--- src/rtl/adder_error_monitor.sv ---
// adder_error_monitor: per-campaign error statistics (count, error count, sum/max ED) for exact vs approximate sums.
// Optional ADDER_ERR_MON_SQ_EN adds the sum-of-squared-ED accumulator and its sum_sq_ed port.
`default_nettype none

module adder_error_monitor #(
  parameter int W         = 9,
  parameter int N_SAMPLES = 65536,
  parameter int CNT_W     = 17
) (
  input  logic                   clk,
  input  logic                   rst_n,
  input  logic                   start,
  input  logic                   in_valid,
  output logic                   in_ready,
  input  logic [W-1:0]           sum_exact,
  input  logic [W-1:0]           sum_approx,
  output logic                   busy,
  output logic                   done,
  output logic [CNT_W-1:0]       sample_cnt,
  output logic [CNT_W-1:0]       err_cnt,
  output logic [CNT_W+W-1:0]     sum_ed,
  output logic [W-1:0]           max_ed
`ifdef ADDER_ERR_MON_SQ_EN
  ,
  output logic [CNT_W+2*W-1:0]   sum_sq_ed
`endif
);

  localparam logic [1:0] S_IDLE  = 2'd0;
  localparam logic [1:0] S_RUN   = 2'd1;
  localparam logic [1:0] S_DRAIN = 2'd2;

  localparam logic [CNT_W-1:0] N_LIM = CNT_W'(N_SAMPLES);

  logic [1:0]       state, state_nxt;
  logic [CNT_W-1:0] acc_cnt, acc_nxt;
  logic             xfer, clr, ready_nxt;
  logic             v1, v2;
  logic [W-1:0]     ed1;
  logic             ne1;
  logic signed [W:0] diff_c;
  logic [W-1:0]     ed_c;

  assign xfer = in_valid & in_ready;
  assign clr  = (state == S_IDLE) & start;

  // State register
  always_ff @(posedge clk or negedge rst_n) begin
    if (!rst_n) state <= S_IDLE;
    else        state <= state_nxt;
  end

  // Next-state logic; DRAIN waits for both the ED stage and the stats stage to empty
  always_comb begin
    state_nxt = state;
    case (state)
      S_IDLE:  if (start) state_nxt = S_RUN;
      S_RUN:   if (acc_cnt == N_LIM) state_nxt = S_DRAIN;
      S_DRAIN: if (!v1 && !v2) state_nxt = S_IDLE;
      default: state_nxt = S_IDLE;
    endcase
  end

  // Output logic
  always_comb begin
    busy      = (state != S_IDLE);
    acc_nxt   = clr ? '0 : (xfer ? acc_cnt + CNT_W'(1) : acc_cnt);
    ready_nxt = (state_nxt == S_RUN) && (acc_nxt < N_LIM);
  end

  always_ff @(posedge clk or negedge rst_n) begin
    if (!rst_n) begin
      acc_cnt  <= '0;
      in_ready <= 1'b0;
      done     <= 1'b0;
    end else begin
      acc_cnt  <= acc_nxt;
      in_ready <= ready_nxt;
      if (clr)
        done <= 1'b0;
      else if (state == S_DRAIN && state_nxt == S_IDLE)
        done <= 1'b1;
    end
  end

  assign diff_c = $signed({1'b0, sum_exact}) - $signed({1'b0, sum_approx});
  assign ed_c   = W'(diff_c[W] ? -diff_c : diff_c);

`ifdef ADDER_ERR_MON_SQ_EN
  logic [2*W-1:0] sq_c, sq1;
  assign sq_c = {{W{1'b0}}, ed_c} * {{W{1'b0}}, ed_c};
`endif

  // Stage 1: error distance
  always_ff @(posedge clk or negedge rst_n) begin
    if (!rst_n) begin
      v1  <= 1'b0;
      ed1 <= '0;
      ne1 <= 1'b0;
`ifdef ADDER_ERR_MON_SQ_EN
      sq1 <= '0;
`endif
    end else begin
      v1  <= xfer;
      ed1 <= ed_c;
      ne1 <= (ed_c != '0);
`ifdef ADDER_ERR_MON_SQ_EN
      sq1 <= sq_c;
`endif
    end
  end

  // Stage 2: accumulation; widths cover the worst case so no saturation is needed
  always_ff @(posedge clk or negedge rst_n) begin
    if (!rst_n) begin
      v2         <= 1'b0;
      sample_cnt <= '0;
      err_cnt    <= '0;
      sum_ed     <= '0;
      max_ed     <= '0;
`ifdef ADDER_ERR_MON_SQ_EN
      sum_sq_ed  <= '0;
`endif
    end else begin
      v2 <= v1;
      if (clr) begin
        sample_cnt <= '0;
        err_cnt    <= '0;
        sum_ed     <= '0;
        max_ed     <= '0;
`ifdef ADDER_ERR_MON_SQ_EN
        sum_sq_ed  <= '0;
`endif
      end else if (v1) begin
        sample_cnt <= sample_cnt + CNT_W'(1);
        err_cnt    <= err_cnt + CNT_W'(ne1);
        sum_ed     <= sum_ed + (CNT_W+W)'(ed1);
        if (ed1 > max_ed) max_ed <= ed1;
`ifdef ADDER_ERR_MON_SQ_EN
        sum_sq_ed  <= sum_sq_ed + (CNT_W+2*W)'(sq1);
`endif
      end
    end
  end

endmodule

`default_nettype wire

--- config.mk ---
export PLATFORM = sky130hd
export DESIGN_NAME = adder_error_monitor
export DESIGN_NICKNAME = d
export VERILOG_FILES = /design/src/rtl/adder_error_monitor.sv
export SDC_FILE = /design/constraint.sdc
export NUM_CORES = 1
export LEC_CHECK = 0
export BUFFER_PORTS_ARGS = -buffer_cell sky130_fd_sc_hd__buf_2
export CORE_MARGIN = 4
export CORE_UTILIZATION = 25
export DETAILED_ROUTE_END_ITERATION = 8
export SETUP_SLACK_MARGIN = 0.5
export SLEW_MARGIN = 20
export SYNTH_ARGS = -nofsm -noshare
export SYNTH_HDL_FRONTEND = slang
export SYNTH_SLANG_ARGS = --single-unit
--- constraint.sdc ---
create_clock -name clk -period 3.5 [get_ports clk]
set_clock_uncertainty 0.2 [all_clocks]
set_input_delay 0.35 -clock clk [delete_from_list [all_inputs] [get_ports clk]]
set_output_delay 0.35 -clock clk [all_outputs]
set_load 0.02 [all_outputs]
==> results_dict.tcl, run 1 <==
set metrics [dict create \
    outcome "complete, no violations" \
    core_sq_um 22100 \
    initial_core_util_pct 25.7 \
    synth_area_per_cell_sq_um 9.47 \
    gp_congestion 0.811 \
    synth.top_cells.by_area "dfrtp_1, ha_1, xor2_1" \
    clock_latency_ps 350 \
    cap_viol_max_count 0 \
    tightest_slew_ps 772 \
    cts_inserted_buffers 9 \
    fin_crit_ps 2750 \
    die_area_sq_um 25200 \
    yosys_warnings 0 \
    cp_max_fo 5 \
    grt_max_degree 83 \
    timing.final.crit_share_pct 78.4 \
    design_power_total_mw 4.70 \
    crit_path_end "sum_ed[12]" \
    num_antenna_cells 0 \
    startpoint "ed1[0]" \
    die_w_um 159 \
    wl_met2_um 6050 \
    power_leakage_nw 3.30 \
    rows 54 \
    vias_per_cell 4.51 \
    crit_chain "ha_1 > inv_1 > fa_1 > nor2b_1 > o21ai_0 > a21boi_1 > o211ai_1 > a21boi_1 > o21ai_1 > nor3b_1 > nor4_1" \
    crit_arrival_ps 2790 \
    met1_length_um 6310 \
    dieHeight_um 159 \
    power_density_nw_per_um2 693 \
    fillerInstances 2284 \
    route.met3.wl_um 693 \
    cts_buffer_depth 2 \
    numPortBuffers 93 \
    cts.htree.levels 3 \
    dr.pass1.iters 4 \
    slowest_delay_ps 400 \
    pre_cts_ws_ps 464 \
    cts_tree "built" \
    ant_nets 0 \
    clk_pin_slew_ps 70 \
    ff2ff_path_depth 11 \
    yosys.area.top_type "dfrtp_1" \
    yosysSeqAreaShare_pct 44.9 \
    grt_pass1_vias 4312 \
    grt_usage_pct 10.5 \
    clock-root-buffer "clkbuf_16" \
    grt_setup_unrepaired "no" \
    critPathKind "flop to flop" \
    clock.fmax_mhz 364 \
    wl_per_cell_um 13.4 \
    rr_startpoint "ed1[0]" \
    grt.overflow.total 0 \
    synth-seq-cells 102 \
    area_growth_pct 19.4 \
    layout-drive-gt1-share_pct 17.9 \
    grt_antenna_before_repair 0 \
    crit_required_ps 3540 \
    async_flop_share_pct 100 \
    io_pins 94 \
    path_buf_inv 1 \
    synth_nets 658 \
    timing.rr.end "sum_ed[12]" \
    top_layer_used "met4" \
    clock_sinks 102 \
    cp-end-kind "flop" \
    drv_slew 0 \
    cts_setup_buffers 0 \
    finalSetupTns_ps 0 \
    r2r_slack_ps 750 \
    ys.flop_type "dfrtp_1" \
    path_common_cell "a21boi_1" \
    drc 0 \
    hpwl_um 9450 \
    grt_first_pass_wirelength_um 22100 \
    relSlewSlack_pct 48.5 \
    via_count 4417 \
    fin_nets 754 \
    synth-edff-count 0 \
    crit_family "compound AO/OA/AOI/OAI gates" \
    setup_viol 0 \
    cp.depth 11 \
    wl_um 13200 \
    synth_top_area_share_pct 44.9 \
    setup_slack_ps 755 \
    slowest_stage "fa_1" \
    hold_class "input pin to flop" \
    ys_types 48 \
    hold_viol 0 \
    ir_drop_uv 288 \
    synth_cells 600 \
    cp-start-kind "flop" \
    first_iter_violations 252 \
    mappedNetlistArea_sq_um 5680 \
]
==> tightest hold or removal path: stages <==
cell and delay, ps:
buf_2 80, nand2b_1 90, nand2_1 80, nand2_1 40
==> kinds of logic (layout without fill, tap and decap cells) <==
group / count (synthesis) / in the layout / synth area share [%]
buffers and inverters: 53 / 153 / 3.65
xor gates and xnor gates: 70 / 70 / 10.8
muxes: 23 / 23 / 4.12
AOI/OAI and AO/OA: 85 / 85 / 9.05
and+or+nand+nor: 231 / 231 / 19.3
DFF: 102 / 102 / 44.9
adders and majority gates: 36 / 36 / 8.19
==> timing repair <==
| item | in CTS | in global routing |
|---|---|---|
| gates resized for setup | 0 | 2 |
| setup endpoints to repair | 0 | 8 |
| hold endpoints to repair | 0 | 81 |
| hold buffers | 0 | 1 |
==> state kept, by name (all words and copies together), names as in the netlist <==
name        cells
v2              1
in_ready        1
done            1
sample_cnt     17
sum_ed         26
max_ed          9
ed1             9
ne1             1
state           2
err_cnt        17
v1              1
acc_cnt        17
==> where the power goes <==
part / total [mW] / leakage, nW / switching, mW / internal [mW]
logic: 1.96 / 1.85 / 1.15 / 0.808
registers: 1.75 / 1.32 / 0.287 / 1.46
clock network: 0.997 / 0.139 / 0.446 / 0.551
==> metal layers <==
metal / global-route usage (%) / vias to the layer above
met3: 3.19 / 6
met5: 0 / -
li1: - / 2230
met4: 2.60 / 0
met1: 13.8 / 2108
met2: 17.1 / 73
==> cell usage in the layout (no fill, tap or decap), types with 4 or more instances in the layout <==
master	n
a31oi_1	4
mux2i_1	20
and3_1	12
nor2b_1	6
o21ai_0	28
a21o_1	4
nor4_1	7
xor2_1	48
dfrtp_1	102
xnor2_1	22
clkbuf_16	9
buf_4	6
nand2_1	40
inv_1	38
nor2_1	94
nor3_1	6
a21oi_1	24
or3_1	13
nand3_1	22
nand4_1	10
ha_1	34
buf_2	92
==> layout make-up <==
type	count	area [sq um]	area share (%)
clock buffers	11	233	3.43
clock inverters	4	48.8	0.719
inverters	38	143	2.10
multi-input cells	445	2940	43.2
flip-flops and latches	102	2550	37.6
well taps	280	350	5.16
repair buffers	100	527	7.76
==> synthesized netlist by cell type, types with 2 or more instances <==
library cell,n
a211oi_1,2
a31o_2,2
nor4_1,7
nand4_1,10
a21o_1,4
nor2_1,95
xor2_1,48
mux2_2,3
nand2b_1,3
or3_1,13
or2_2,2
a31oi_1,4
nor3_1,6
dfrtp_1,102
and2_1,2
nand2_1,40
buf_1,3
clkbuf_1,10
a21boi_1,2
o21bai_1,2
and4_1,3
inv_1,38
a21oi_1,25
o211ai_1,3
nand3_1,22
fa_1,2
o21a_1,3
o22ai_1,2
or2_1,2
mux2i_1,20
nor3b_1,3
nor4b_1,2
and3_1,12
o2111ai_1,2
nor2b_1,6
xnor2_1,22
o21ai_0,29
ha_1,34
==> metrics by stage <==
| step | hold WS, ps | utilization [%] | area, sq um | std cells |
|---|---|---|---|---|
| after floorplan | -146 | - | 5680 | 600 |
| after global routing | 150 | 30.7 | 6790 | 980 |
| after global placement | 281 | 29.4 | 6490 | 964 |
| final | 138 | 30.7 | 6790 | 980 |
| after detailed placement | 283 | 29.4 | 6490 | 964 |
| after CTS | 42.1 | 30.6 | 6770 | 979 |
==> worst min-delay path by stage <==
stage | cells past startpoint | startpoint | endpoint | slack (ps)
3_3_place_gp | 2 | done | done | 280
5_1_grt | 4 | start | done | 150
2_1_floorplan | 0 | rst_n | acc_cnt[0] | -150
4_1_cts | 1 | rst_n | acc_cnt[4] | 40
3_5_place_dp | 2 | done | done | 280
6_report | 4 | start | done | 140
No activity file was read; power rests on OpenSTA's default activity.
==> inputs of run 2 (changes only) <==
Settings changed: ABC_AREA set to 1.
Clock period 3.5 ns to 2.75 ns, I/O delays scaled along.
==> results_dict.tcl, run 2 <==
set metrics [dict create \
    outcome "complete, no violations" \
    top_register "sum_ed" \
    critPathKind "flop to flop" \
    cts_tree "built" \
    pre_cts_ws_ps 223 \
    vias_per_cell 4.52 \
    clock_latency_ps 350 \
    cp-end-kind "flop" \
    rows 57 \
    cap_viol_max_count 0 \
    num_antenna_cells 0 \
    wl_per_cell_um 12.7 \
    die_w_um 167 \
    grt_max_degree 58 \
    whs_path_depth 3 \
    timing.final.crit_share_pct 77.3 \
    setup_slack_ps 624 \
    timing.rr.end "sum_ed[16]" \
    crit_required_ps 2790 \
    core_sq_um 24600 \
    via_count 5806 \
    layout-drive-gt1-share_pct 22.0 \
    ff2ff_path_depth 9 \
    holdWs_ps 52.1 \
    initial_core_util_pct 25.7 \
    clock.fmax_mhz 470 \
    tightest_slew_ps 506 \
    rr_startpoint "ed1[8]" \
    cp-start-kind "flop" \
    synth_area_per_cell_sq_um 7.48 \
    io_pins 94 \
    power_leakage_nw 3.91 \
    synth.top_cells.by_area "dfrtp_1, nand2_1, inv_1" \
    cts_inserted_buffers 9 \
    crit_arrival_ps 2170 \
    synth-edff-count 0 \
    clock_sinks 102 \
    hold_viol 0 \
    setup_viol 0 \
    layout_common_cells "nand2_1, inv_1, dfrtp_1" \
    largest_register_ffs 26 \
    area_growth_pct 24.2 \
    grt_first_pass_wirelength_um 26800 \
    power_density_nw_per_um2 765 \
    yosysSeqAreaShare_pct 40.4 \
    fin_crit_ps 2130 \
    drc 0 \
    grt_usage_pct 11.5 \
    wl_um 16400 \
    ir_drop_uv 310 \
    clk_pin_slew_ps 70 \
    design_power_total_mw 6.00 \
    synth_top_area_share_pct 40.4 \
    dr.pass1.iters 4 \
    grt_antenna_before_repair 0 \
    first_iter_violations 292 \
    dieHeight_um 167 \
    ys_types 50 \
    mappedNetlistArea_sq_um 6320 \
    holdCritStartpoint "in_valid" \
    grt.overflow.total 0 \
    synthTopCellsByCount "nand2_1, inv_1, dfrtp_1, nor2_1, a21oi_1" \
    cts.htree.levels 3 \
    finalSetupTns_ps 0 \
    fillerInstances 2634 \
    yosys.area.top_type "dfrtp_1" \
    r2r_slack_ps 620 \
    synth_cells 844 \
    cts_buffer_depth 2 \
    final_common_cell "nand2_1" \
    gp_congestion 0.844 \
    grt_setup_unrepaired "yes" \
    ant_nets 0 \
    hpwl_um 12400 \
    clock-root-buffer "clkbuf_16" \
    ys.flop_type "dfrtp_1" \
    die_area_sq_um 27900 \
    holdPathEnd "v1" \
    async_flop_share_pct 100 \
    yosysMostFrequentCell "nand2_1" \
    numPortBuffers 93 \
    hold_class "input pin to flop" \
    yosys_warnings 0 \
    cp_max_fo 5 \
    grt_pass1_vias 5493 \
    relSlewSlack_pct 66.3 \
    drv_slew 0 \
    synth_nets 902 \
    fin_nets 1014 \
    synth-seq-cells 102 \
]
## run 2: timing repair
action,CTS,global route
pin swaps,1,18
hold buffers,1,0
endpoints found under the setup margin,4,30
endpoints found under the hold margin,22,0
gates resized for setup,2,51
buffers inserted,0,10
## run 2: cells by family (layout without fill, tap and decap cells)
kind of cell               after synthesis  count (layout)  share of synthesized area, %
AOI/OAI and AO/OA                      133             133                          12.4
xor gates and xnor gates                 5               5                         0.693
adders and majority gates               36              36                          7.37
buffers and inverters                  147             264                          8.83
DFF                                    102             102                          40.4
and+or+nand+nor                        421             421                          30.3
## run 2: worst max path at each step
| stage | from | to | slack, ps | cells past startpoint |
|---|---|---|---|---|
| 2_1_floorplan | sum_exact[0] | ne1 | 500 | 16 |
| 3_3_place_gp | sum_exact[0] | ne1 | 270 | 16 |
| 3_5_place_dp | sum_exact[0] | ne1 | 220 | 17 |
| 4_1_cts | ed1[3] | sum_ed[16] | 500 | 9 |
| 5_1_grt | ed1[6] | sum_ed[22] | 460 | 11 |
| 6_report | ed1[8] | sum_ed[16] | 620 | 9 |
## run 2: per-stage QoR
stage               util [%]  instances  instance area [sq um]
detailed placement      29.4       1258                   7240
CTS                     30.6       1275                   7540
global placement        29.4       1258                   7240
finish                  31.9       1285                   7850
global route            31.9       1285                   7850
floorplan                  -        844                   6320
## run 2: area by class of cell
class	count	area [sq um]	area share, %
inverters	136	514	6.56
well taps	324	405	5.17
clock inverters	6	61.3	0.781
repair buffers	112	638	8.13
multi-input cells	595	3440	43.8
clock buffers	10	229	2.92
flip-flops and latches	102	2560	32.6
## run 2: power breakdown
group / leakage [nW] / internal, mW / switching (mW)
clock: 0.143 / 0.705 / 0.575
combinational: 2.49 / 0.971 / 1.55
sequential: 1.28 / 1.83 / 0.374
total: 3.91 / 3.50 / 2.50
## run 2: layer usage
metal	global-route usage, %	up-vias	part of all wire (%)
met4	3.81	0	1.8
li1	-	2983	-
met1	14.7	2689	46
met5	0	-	0
met3	3.20	21	6.1
met2	18.9	113	46
## run 2: worst max-delay path: stages (launching register included)
cell and delay (ps):
dfrtp_1 450, ha_4 320, nand2_1 60, nor2_1 160
nand2_1 110, o21ai_4 240, nand2_2 110, inv_1 80
nand3_1 90, o21a_1 190
==> inputs of run 3 (changes only) <==
Settings changed: ABC_AREA 1 to 0.
Clock period 2.75 ns to 2.2 ns, I/O delays scaled along.
==> results_dict.tcl, run 3 (synthesis results as in run 1) <==
set metrics [dict create \
    outcome "complete, but fails checks" \
    violations "setup timing" \
    wl_per_cell_um 13.5 \
    grt.overflow.total 0 \
    vias_per_cell 4.44 \
    hold_class "input pin to flop" \
    dieHeight_um 159 \
    initial_core_util_pct 25.7 \
    cp.depth 12 \
    path_buf_inv 2 \
    crit_path_end "sum_ed[20]" \
    dr.pass1.iters 4 \
    timing.rr.end "sum_ed[20]" \
    critPathKind "flop to flop" \
    p_sw_share_pct 38.8 \
    grt_pass1_vias 4998 \
    setup_slack_ps -235 \
    drv_slew 0 \
    first_iter_violations 198 \
    io_pins 94 \
    fin_crit_ps 2440 \
    power_density_nw_per_um2 1080 \
    setup_viol 20 \
    grt_first_pass_wirelength_um 25100 \
    crit_required_ps 2240 \
    area_growth_pct 49.8 \
    numPortBuffers 93 \
    seqPwrFrac_pct 30.4 \
    hold_viol 0 \
    crit_family "compound AO/OA/AOI/OAI gates" \
    final_common_cell "buf_4" \
    ff2ff_path_depth 12 \
    die_area_sq_um 25200 \
    fin_cells 1089 \
    startpoint "ed1[0]" \
    cp_max_fo 6 \
    met1_length_um 6710 \
    layout-drive-gt1-share_pct 43.9 \
    route.met3.wl_um 682 \
    relSlewSlack_pct 60.9 \
    dp.cells 1033 \
    via_count 4833 \
    crit_arrival_ps 2480 \
    rows 54 \
    crit_chain "ha_4 > inv_2 > fa_2 > nor2b_2 > o21ai_2 > a21boi_2 > o211ai_1 > a21oi_2 > buf_6 > o2111ai_2 > xor2_1 > nor2_1" \
    r2r_slack_ps -240 \
    num_antenna_cells 0 \
    clock_sinks 102 \
    slowest_stage "dfrtp_1" \
    cts_inserted_buffers 9 \
    top_register "sum_ed" \
    grt_antenna_before_repair 0 \
    die_w_um 159 \
    hpwl_um 10000 \
    wl_met2_um 7160 \
    comb_power_share_pct 50.6 \
    clk_pin_slew_ps 80 \
    core_sq_um 22100 \
    clock-root-buffer "clkbuf_16" \
    gp_congestion 0.759 \
    cts_tree "built" \
    slowest_delay_ps 400 \
    clock.fmax_mhz 411 \
    timing.final.crit_share_pct 111 \
    cts_buffer_depth 2 \
    largest_register_ffs 26 \
    rr_startpoint "ed1[0]" \
    drc 0 \
    final_cell_area_sq_um 8510 \
    cap_viol_max_count 0 \
    postPlaceCellArea_sq_um 7340 \
    holdCritStartpoint "in_valid" \
    cp-end-kind "flop" \
    grt_usage_pct 11.8 \
    layout_common_cells "buf_4, buf_2, nor2_1" \
    cts.htree.levels 3 \
    ant_nets 0 \
    grt_max_degree 59 \
    cp-start-kind "flop" \
    ir_drop_uv 438 \
    tightest_slew_ps 585 \
    p_sw_mw 3.56 \
    power_leakage_nw 4.04 \
    clock_latency_ps 350 \
    wl_um 14700 \
    top_layer_used "met4" \
    grt_setup_unrepaired "yes" \
    fin_nets 862 \
    clock_power_share_pct 19.0 \
    intPower_mw 5.62 \
]
run 3: cell count changes in the layout (fill, tap and decap cells not counted), sizes merged, moves of 30 or more:
cell	before	now
nand2	211	40
inv	135	41
buf	111	204
xor2	4	48
nand3	60	22
a21oi	56	26
run 3: layer usage:
layer  track usage, %  vias up
li1                 -     2441
met1             15.2     2311
met2             19.8       72
met3             2.98        9
met4             3.04        0
met5                0        -
run 3: worst min-delay path by stage:
stage | slack [ps] | endpoint | depth (start not counted)
after floorplan | -280 | acc_cnt[0] | 0
after global placement | -10 | sum_ed[11] | 1
after detailed placement | -20 | sum_ed[11] | 1
after CTS | 50 | v1 | 2
after global routing | 70 | v1 | 2
final | 60 | v1 | 2
run 3: stage by stage:
| stage | total power, mW | setup slack [ps] | hold WS (ps) | util [%] | setup TNS, ps |
|---|---|---|---|---|---|
| finish | 9.18 | -235 | 60.8 | 38.5 | -2970 |
| global route | 9.90 | -408 | 67.7 | 38.5 | -6850 |
| CTS | 9.05 | -317 | 48.1 | 36.9 | -3690 |
| detailed placement | 6.82 | -453 | -15.6 | 33.2 | -5870 |
| global placement | 6.76 | -416 | -11.8 | 33.2 | -5450 |
| floorplan | 5.20 | -177 | -276 | - | -1550 |
run 3: worst reg2reg max path: cells and delay by family (launching register included):
family,cells,cell delay [ps]
DFF,1,400
buffers and inverters,2,180
xor gates and xnor gates,1,160
adders and majority gates,2,500
AOI/OAI and AO/OA,5,700
and+or+nand+nor,2,180
run 3: repair_timing:
| action | CTS | global route |
|---|---|---|
| hold buffers | 3 | 0 |
| hold endpoints to repair | 29 | 0 |
| gates cloned | 1 | 0 |
| setup endpoints to repair | 62 | 78 |
| gates resized for setup | 65 | 55 |
| buffers inserted | 18 | 18 |
| pin swaps | 39 | 38 |
run 3: power groups by stage:
stage	combinational [mW]	clock (mW)	sequential (mW)
floorplan	2.03	0	3.17
global placement	3.95	0	2.81
detailed placement	4.01	0	2.81
CTS	4.47	1.80	2.78
global route	5.17	1.88	2.85
finish	4.64	1.74	2.79
run 3: final cells by class:
class / count / area (sq um)
Tap cell: 280 / 350
Multi-Input combinational cell: 445 / 3580
Fill cell: 2150 / 13600
Clock buffer: 10 / 239
Clock inverter: 6 / 85.1
Sequential cell: 102 / 2580
Timing Repair Buffer: 208 / 1510
Inverter: 38 / 165
